[src/rtl/nano_pkg.sv]
// ----------------------------------------------------------------------------
// nano_pkg : shared encodings for the Nano controller            rev 1.0
// ----------------------------------------------------------------------------
`default_nettype none

package nano_pkg;

  localparam logic [2:0] CLS_NOP  = 3'b000;
  localparam logic [2:0] CLS_LDI  = 3'b001;
  localparam logic [2:0] CLS_ALUI = 3'b010;
  localparam logic [2:0] CLS_ALUR = 3'b011;
  localparam logic [2:0] CLS_STR  = 3'b100;
  localparam logic [2:0] CLS_JMP  = 3'b101;
  localparam logic [2:0] CLS_JZ   = 3'b110;
  localparam logic [2:0] CLS_HALT = 3'b111;

  localparam logic [2:0] ALU_PASS = 3'b000;
  localparam logic [2:0] ALU_ADD  = 3'b001;
  localparam logic [2:0] ALU_AND  = 3'b010;
  localparam logic [2:0] ALU_OR   = 3'b011;
  localparam logic [2:0] ALU_SUB  = 3'b100;
  localparam logic [2:0] ALU_NEG  = 3'b101;
  localparam logic [2:0] ALU_NOT  = 3'b110;
  localparam logic [2:0] ALU_RSVD = 3'b111;

  localparam int CLS_MSB  = 15;
  localparam int CLS_LSB  = 13;
  localparam int AOP_MSB  = 12;
  localparam int AOP_LSB  = 10;
  localparam int RIDX_MSB = 9;
  localparam int RIDX_LSB = 8;
  localparam int IMM_MSB  = 7;
  localparam int IMM_LSB  = 0;

  typedef enum logic [1:0] {
    ST_IDLE  = 2'd0,
    ST_FETCH = 2'd1,
    ST_EXEC  = 2'd2,
    ST_HALT  = 2'd3
  } state_t;

endpackage

`default_nettype wire

[src/rtl/nano_regfile.sv]
// ----------------------------------------------------------------------------
// nano_regfile : 4x8 register file, one write port, async read    rev 1.0
// ----------------------------------------------------------------------------
`default_nettype none

module nano_regfile #(
  parameter int NREG = 4
) (
  input  logic       clk,
  input  logic       rst_n,
  input  logic       we,
  input  logic [1:0] waddr,
  input  logic [7:0] wdata,
  input  logic [1:0] raddr,
  output logic [7:0] rdata
);

  logic [7:0] regs [NREG];

  generate
    for (genvar i = 0; i < NREG; i++) begin : g_reg
      always_ff @(posedge clk or negedge rst_n) begin
        if (!rst_n) begin
          regs[i] <= 8'h00;
        end else if (we && waddr == 2'(i)) begin
          regs[i] <= wdata;
        end
      end
    end
  endgenerate

  assign rdata = regs[raddr];

endmodule

`default_nettype wire

[src/rtl/nano_ctrl.sv]
// ----------------------------------------------------------------------------
// nano_ctrl : fetch/decode/execute controller for the Nano ALU    rev 1.0
// ----------------------------------------------------------------------------
`default_nettype none

module nano_ctrl
  import nano_pkg::*;
#(
  parameter int PC_W = 8,
  parameter int NREG = 4
) (
  input  logic            clk,
  input  logic            rst_n,
  input  logic            start,
  output logic            imem_req,
  output logic [PC_W-1:0] imem_addr,
  input  logic            imem_ack,
  input  logic [15:0]     imem_data,
  output logic [2:0]      alu_op,
  output logic [7:0]      alu_a,
  output logic [7:0]      alu_b,
  input  logic [7:0]      alu_res,
  output logic [7:0]      acc,
  output logic            zero,
  output logic            busy,
  output logic            halted,
  output logic            illegal
);

  state_t          state;
  logic [15:0]     ir;
  logic [PC_W-1:0] pc;

  logic [2:0] cls;
  logic [2:0] aop;
  logic [1:0] ridx;
  logic [7:0] imm;
  logic [7:0] rdata;
  logic       exec_alu;
  logic       aop_rsvd;
  logic       reg_we;

  assign cls  = ir[CLS_MSB:CLS_LSB];
  assign aop  = ir[AOP_MSB:AOP_LSB];
  assign ridx = ir[RIDX_MSB:RIDX_LSB];
  assign imm  = ir[IMM_MSB:IMM_LSB];

  assign exec_alu = (state == ST_EXEC) && (cls == CLS_ALUI || cls == CLS_ALUR);
  assign aop_rsvd = (aop == ALU_RSVD);
  assign reg_we   = (state == ST_EXEC) && (cls == CLS_STR);

  // The ALU would hold its previous output on the reserved op, so mask it to PASS.
  assign alu_op = (exec_alu && !aop_rsvd) ? aop : ALU_PASS;
  assign alu_a  = exec_alu ? acc : 8'h00;
  assign alu_b  = exec_alu ? ((cls == CLS_ALUR) ? rdata : imm) : 8'h00;

  assign imem_req  = (state == ST_FETCH);
  assign imem_addr = pc;
  assign busy      = (state == ST_FETCH) || (state == ST_EXEC);
  assign halted    = (state == ST_HALT);

  nano_regfile #(
    .NREG (NREG)
  ) u_regfile (
    .clk   (clk),
    .rst_n (rst_n),
    .we    (reg_we),
    .waddr (ridx),
    .wdata (acc),
    .raddr (ridx),
    .rdata (rdata)
  );

  always_ff @(posedge clk or negedge rst_n) begin
    if (!rst_n) begin
      state   <= ST_IDLE;
      ir      <= 16'h0000;
      pc      <= '0;
      acc     <= 8'h00;
      zero    <= 1'b0;
      illegal <= 1'b0;
    end else begin
      case (state)
        ST_IDLE: begin
          if (start) state <= ST_FETCH;
        end
        ST_FETCH: begin
          if (imem_ack) begin
            ir    <= imem_data;
            state <= ST_EXEC;
          end
        end
        ST_EXEC: begin
          state <= (cls == CLS_HALT) ? ST_HALT : ST_FETCH;
          pc    <= pc + 1'b1;
          case (cls)
            CLS_LDI: begin
              acc  <= imm;
              zero <= (imm == 8'h00);
            end
            CLS_ALUI, CLS_ALUR: begin
              if (aop_rsvd) begin
                illegal <= 1'b1;
              end else begin
                acc  <= alu_res;
                zero <= (alu_res == 8'h00);
              end
            end
            CLS_JMP: pc <= imm[PC_W-1:0];
            CLS_JZ:  if (zero) pc <= imm[PC_W-1:0];
            default: ;
          endcase
        end
        ST_HALT: begin
          if (start) begin
            pc    <= '0;
            state <= ST_FETCH;
          end
        end
        default: state <= ST_IDLE;
      endcase
    end
  end

endmodule

`default_nettype wire

[config.mk]
export PLATFORM = sky130hd
export DESIGN_NAME = nano_ctrl
export DESIGN_NICKNAME = d
export VERILOG_FILES = /design/src/rtl/nano_pkg.sv /design/src/rtl/nano_regfile.sv /design/src/rtl/nano_ctrl.sv
export SDC_FILE = /design/constraint.sdc
export NUM_CORES = 1
export LEC_CHECK = 0
export CELL_PAD_IN_SITES_DETAIL_PLACEMENT = 1
export CELL_PAD_IN_SITES_GLOBAL_PLACEMENT = 2
export CORE_MARGIN = 4
export CORE_UTILIZATION = 34
export DETAILED_ROUTE_END_ITERATION = 16
export PLACE_DENSITY = 0.85
export SYNTH_ARGS = -nofsm -noshare
export SYNTH_HDL_FRONTEND = slang
export SYNTH_SLANG_ARGS = --single-unit
export TNS_END_PERCENT = 5
[constraint.sdc]
create_clock -name clk -period 2.37 [get_ports clk]
set_clock_uncertainty 0.1 [all_clocks]
set_input_delay 0.474 -clock clk [delete_from_list [all_inputs] [get_ports clk]]
set_output_delay 0.474 -clock clk [all_outputs]
set_load 0.01 [all_outputs]
Word-level counts from Yosys, hierarchy flattened. Cells that the tools add are included. W data, S select, Z words.

Add/sub/neg operators: 1. Bitwise gates (word level): 1. Equality and inequality tests: 18. Reductions and logical operators: 23. Multiplexer cells: 19. Order comparisons: 1.

Operators by type and width (number): $mux W8 (8); $pmux W8 S2 (3); $bmux W8 S2 (1); $logic_not A8 Y1 (2); $eq A3 B3 Y1 const B (5); $add A8 B1 Y8 const B (1); $eq A2 B2 Y1 const B (4); $logic_and A1 B1 Y1 (7); $eq A3 B2 Y1 const B (2); $mux W2 (3); $pmux W2 S3 (1); $reduce_and A2 Y1 (3); $reduce_and A3 Y1 (2); $eq A2 B1 Y1 const B (2); $logic_not A2 Y1 (2); $ne A2 B1 Y1 const B (2); $ne A2 B2 Y1 const B (2); $reduce_bool A2 Y1 (2); $reduce_or A2 Y1 (2); $eq A3 B1 Y1 const B (1); $ge A3 B3 Y1 const B (1); $mux W3 (1); $not A2 Y3 (1); $logic_or A1 B1 Y1 (2); other kinds (3) (3).

Output and inout bits: 40. Input bits: 28. Bits in registers: 68. Word-level logic and storage cells: 73.

Logic depth before layout (Yosys ltp).
Depth after elaboration: 6. Depth in mapped cells: 7. Gate-level depth less buffers: 6.

Hierarchy. Synthesis repeated with hierarchy kept, for this count alone.

Cell total of the unflattened synthesis: 274. Area total of the unflattened synthesis: 3443.3 µm².

Modules (own cells, without submodules): nano_ctrl (times used 1, cells an instance 196, area an instance 2042.0 µm², sequential area each 900.9 µm²); nano_regfile (times used 1, cells an instance 78, area an instance 1401.3 µm², sequential area each 800.8 µm²).

Least setup slack after synthesis. OpenSTA, ideal clock, no wires.

Path kind: reg2out. From: register ir[14]. To: output alu_b[0]. Required time: 1796 ps. Data arrival time: 1479 ps. Slack: 317 ps. Buffers on the path: 3. Cell stages (with the launch flop): 7. Cell sequence: dfrtp_1 > clkbuf_1 > nor2b_1 > buf_2 > buf_2 > nand2_1 > nor2_1.

Longest elaborated chain between the ends: 4. Elaborated cells between the ends (all ways): 6. Those cells by class: eq/ne: 2; mux: 2; reduce/logical: 2.

RTL lines: start, declared (RTL line nano_ctrl.sv:31) `logic [15:0] ir;`; start signal, assigned (RTL line nano_ctrl.sv:89) `ir <= imem_data;`; $eq A3 B2 Y1 (on tied branches) (RTL line nano_ctrl.sv:48, nano_ctrl.sv:55); $logic_or A1 B1 Y1 (RTL line nano_ctrl.sv:48) `assign exec_alu = (state == ST_EXEC) && (cls == CLS_ALUI || cls == CLS_ALUR);`; $logic_and A1 B1 Y1 (RTL line nano_ctrl.sv:48); $mux W8 * (RTL line nano_ctrl.sv:55) `assign alu_b = exec_alu ? ((cls == CLS_ALUR) ? rdata : imm) : 8'h00;`; end, declared (RTL line nano_ctrl.sv:21) `output logic [7:0] alu_b,`.

Mark *: on every way between the ends. The rest lies on a longest branch, timed or not.

Final worst setup path.
From: register ir[8]. To: output alu_b[1].

Longest elaborated chain between the ends: 6.

RTL lines: $not A2 Y3 (implied by the code) (RTL line nano_regfile.sv:32) `assign rdata = regs[raddr];`; $bmux W8 S2 (RTL line nano_regfile.sv:32); $mux W8 (implied by the code) (2 in series) (RTL line nano_regfile.sv:32); $mux W8 (2 in series) (RTL line nano_ctrl.sv:55).

Every way passes these cells. The select of a mux whose other input is x is not followed.

==> load_flow_metrics.sql <==
INSERT INTO impl_metrics (metric_group, metric, value, unit) VALUES
('worst_hold_path', 'worst_hold_startpoint', 'illegal', ''),
('pwr', 'irDropWorstVdd', '442.1', 'uV'),
('clocking', 'ctsRootBufferMaster', 'clkbuf_8', ''),
('synthesis', 'yosysTopAreaCellShare', '0.5035', ''),
('synthesis', 'ys_types', '37', ''),
('synthesis', 'syn_inst', '274', ''),
('die', 'dieHeight', '107.7', 'um'),
('sta', 'hold_slack', '386.0', 'ps'),
('routing', 'final_antenna_net_count', '0', ''),
('sta', 'timing_worst_slew_pin_value', '637.3', 'ps'),
('sta', 'hold_viol', '0', ''),
('sta', 'final_max_slew_viol_count', '0', ''),
('sta', 'period_needed', '2359', 'ps'),
('grt', 'grt_antenna_before_repair', '0', ''),
('routing', 'route.vias.total', '2582', ''),
('die', 'pin_count', '68', ''),
('final_layout', 'area.growth.synth_to_final', '33.77', '%'),
('routing', 'via_per_inst', '5.143', ''),
('worst_setup_path', 'timing.critical_path.from', 'ir[8]', ''),
('die', 'std_cell_rows', '36', ''),
('routing', 'per_cell_routed_wire_length', '18.78', 'um'),
('sta', 'rsz0062_at_grt', 'yes', ''),
('clocking', 'cts_max_path_buffers', '2', ''),
('final_layout', 'post_route_cells_drive_above_1_share', '0.2981', ''),
('die', 'core-area', '9729', 'um^2'),
('sta', 'final_clock_period_utilization_by_the_worst_path', '0.9955', ''),
('routing', 'drt_pre_antenna_iters', '4', ''),
('grt', 'groute.usage.overall', '0.1730', ''),
('worst_setup_path', 'cp-start-kind', 'flop', ''),
('pwr', 'p_per_area', '1273', 'nW/um^2'),
('final_layout', 'final.fill_count', '1053', ''),
('synthesis', 'postSynthAreaPerCell', '12.33', 'um^2'),
('final_layout', 'post-route-util', '0.4646', ''),
('clocking', 'worst_skew_pair.late_latency', '340', 'ps'),
('sta', 'timing.final.setup_violations', '0', ''),
('worst_setup_path', 'cp_data_required_time', '1800', 'ps'),
('routing', 'detail_route.drc_violations', '0', ''),
('synthesis', 'mapped_cell_area', '3379', 'um^2'),
('die', 'die_width', '107.7', 'um'),
('worst_setup_path', 'cp_data_arrival_time', '1790', 'ps'),
('final_layout', 'antennaDiodeCount', '0', ''),
('synthesis', 'yosysSeqAreaShare', '0.5035', ''),
('die', 'effective_utilization_at_floorplan', '0.3474', ''),
('place', 'finalWeightedCongestion', '0.7800', ''),
('grt', 'vias_in_the_first_global_route', '2902', ''),
('final_layout', 'design.final.nets', '397', ''),
('synthesis', 'syn-num-nets', '307', ''),
('grt', 'grt.overflow.total', '0', ''),
('worst_setup_path', 'critical_path.endpoint_type', 'output pin', ''),
('clocking', 'clock_tree.htree_level_count', '3', ''),
('synthesis', 'ys.warnings.count', '0', ''),
('synthesis', 'synth_seq_cells', '68', ''),
('synthesis', 'synth.largest_area_cell', 'dfrtp_1', ''),
('worst_setup_path', 'path_max_fanout', '5', ''),
('place', 'io_buffer_count', '67', ''),
('synthesis', 'yosys-top-cells-area', 'dfrtp_1 50%, mux2_2 16%, mux2i_1 6.2%, mux4_2 5.3%, nor2_1 2.6%', ''),
('worst_setup_path', 'regToRegStartpoint', 'ir[13]', ''),
('pwr', 'cellLeakagePower', '2.040', 'nW'),
('clocking', 'cts_buffers', '9', ''),
('sta', 'fin_tns_setup', '0', 'ps'),
('clocking', 'cts.reportedPaths.clkPinSlew', '80', 'ps'),
('worst_hold_path', 'min_path_type', 'flop to flop', ''),
('run_status', 'status', 'completed', ''),
('clocking', 'tritoncts_num_sinks', '68', ''),
('grt', 'grt_max_degree', '50', ''),
('sta', 'max_clock_freq', '0.4238', 'GHz'),
('routing', 'routed_wl', '9427', 'um'),
('sta', 'relSlewSlack', '0.5751', ''),
('die', 'die_area', '11600', 'um^2'),
('worst_setup_path', 'critPathKind', 'flop to output pin', ''),
('routing', 'drt_iter0_markers', '99', ''),
('clocking', 'tritoncts', 'done', ''),
('grt', 'grt_pass1_wl', '15430', 'um'),
('place', 'place.detailed.hpwl', '6929', 'um'),
('run', 'max_cap_viol_count', '0', '');
through the flow:
step           total power, W  instance area, um^2  setup slack [ps]  instances
2_1_floorplan        0.003668                 3379             317.3        274
3_3_place_gp         0.004788                 4344             65.36        483
3_5_place_dp         0.004891                 4344            -4.176        483
4_1_cts              0.005832                 4521            -6.095        502
5_1_grt              0.006181                 4521            -76.77        502
6_report             0.005755                 4521             10.64        502
cells in the final DEF, fill, tap and decap left out, types with 6 or more instances in the layout:
cell and instances:
clkdlybuf4s50_1 47, mux2_2 49, dfrtp_1 68, mux2i_1 20, clkbuf_8 9, mux4_2 8
nand2_1 14, buf_4 18, nor2_1 23, buf_2 9, dlygate4sd2_1 11, nand3_1 6
and3_1 11, a21oi_1 10
registers in the layout, indices dropped and copies added (netlist names):
name and flops:
acc 8, illegal 1, imem_addr 8, ir 16, state 2, u_regfile.regs 32, zero 1
where the power goes:
| group | leakage [nW] | internal, W | switching, W |
|---|---|---|---|
| Sequential | 0.851 | 0.00168 | 0.000567 |
| Combinational | 1.10 | 0.00149 | 0.00116 |
| Clock | 0.0856 | 0.000382 | 0.000475 |
| Total | 2.04 | 0.00355 | 0.00221 |
what timing repair did:
item,in CTS,in global routing
hold endpoints to repair,14,0
setup buffers,2,0
hold buffers,1,0
setup endpoints to repair,19,8
resized for setup,50,0
worst max-delay path, cell delays in order, from the launching register on:
cell and delay, ps:
dfrtp_1 390, buf_6 150, mux4_2 500, mux2i_2 200, nor2_1 60, buf_2 140
Yosys cell counts:
| master | n |
|---|---|
| o211ai_1 | 1 |
| nor2_1 | 23 |
| or3_1 | 1 |
| and4_1 | 1 |
| and2_1 | 1 |
| nand2_1 | 14 |
| and4bb_1 | 1 |
| a21oi_1 | 10 |
| inv_1 | 5 |
| nand3_1 | 6 |
| dfrtp_1 | 68 |
| or4_1 | 3 |
| buf_1 | 1 |
| o22ai_1 | 3 |
| buf_4 | 1 |
| mux2i_1 | 21 |
| nor2b_1 | 4 |
| nand3b_1 | 2 |
| nor4bb_1 | 1 |
| o21bai_1 | 1 |
| nor4_1 | 2 |
| nor3b_4 | 1 |
| o221ai_1 | 2 |
| and3_1 | 11 |
| nor3_1 | 2 |
| a32oi_1 | 2 |
| nand4_1 | 2 |
| buf_2 | 6 |
| a31oi_1 | 1 |
| nand4b_1 | 3 |
| nand2b_1 | 1 |
| clkbuf_1 | 4 |
| o21ai_0 | 5 |
| o2bb2ai_1 | 2 |
| ha_1 | 5 |
| mux2_2 | 49 |
| mux4_2 | 8 |
area by class of cell:
| cell class | count | area [um^2] | share of cell area |
|---|---|---|---|
| well taps | 133 | 166.4 | 0.03681 |
| flip-flops and latches | 68 | 1702 | 0.3764 |
| clock buffers | 9 | 123.9 | 0.02740 |
| multi-input cells | 189 | 1628 | 0.3601 |
| inverters | 5 | 18.77 | 0.004152 |
| clock inverters | 7 | 51.30 | 0.01135 |
| repair buffers | 91 | 830.8 | 0.1838 |
metal layers:
metal | global-route usage | wire length [um] | vias up
met5 | 0 | 0 | -
met4 | 0.05500 | 118 | 0
met3 | 0.03299 | 385 | 10
met2 | 0.2948 | 4797 | 52
met1 | 0.2212 | 4126 | 1329
li1 | - | - | 1191
logic make-up after synthesis:
group	count (synthesis)	synth area share
fa+ha+maj	5	0.01851
compound gates	27	0.04962
mux	78	0.2788
flops	68	0.5035
buf+inv	17	0.02221
simple gates	79	0.1274
path summary, 6_finish.rpt:
check,end,slack [ps],cells after the start
setup / recovery,alu_b[1],10,5
hold reg to reg,illegal,390,1
setup reg to reg,u_regfile.regs[11],250,3
min in group asynchronous,u_regfile.regs[19],530,2
max in group asynchronous,illegal,990,3
hold / removal,illegal,390,1
No activity file was read; power rests on OpenSTA's default activity.
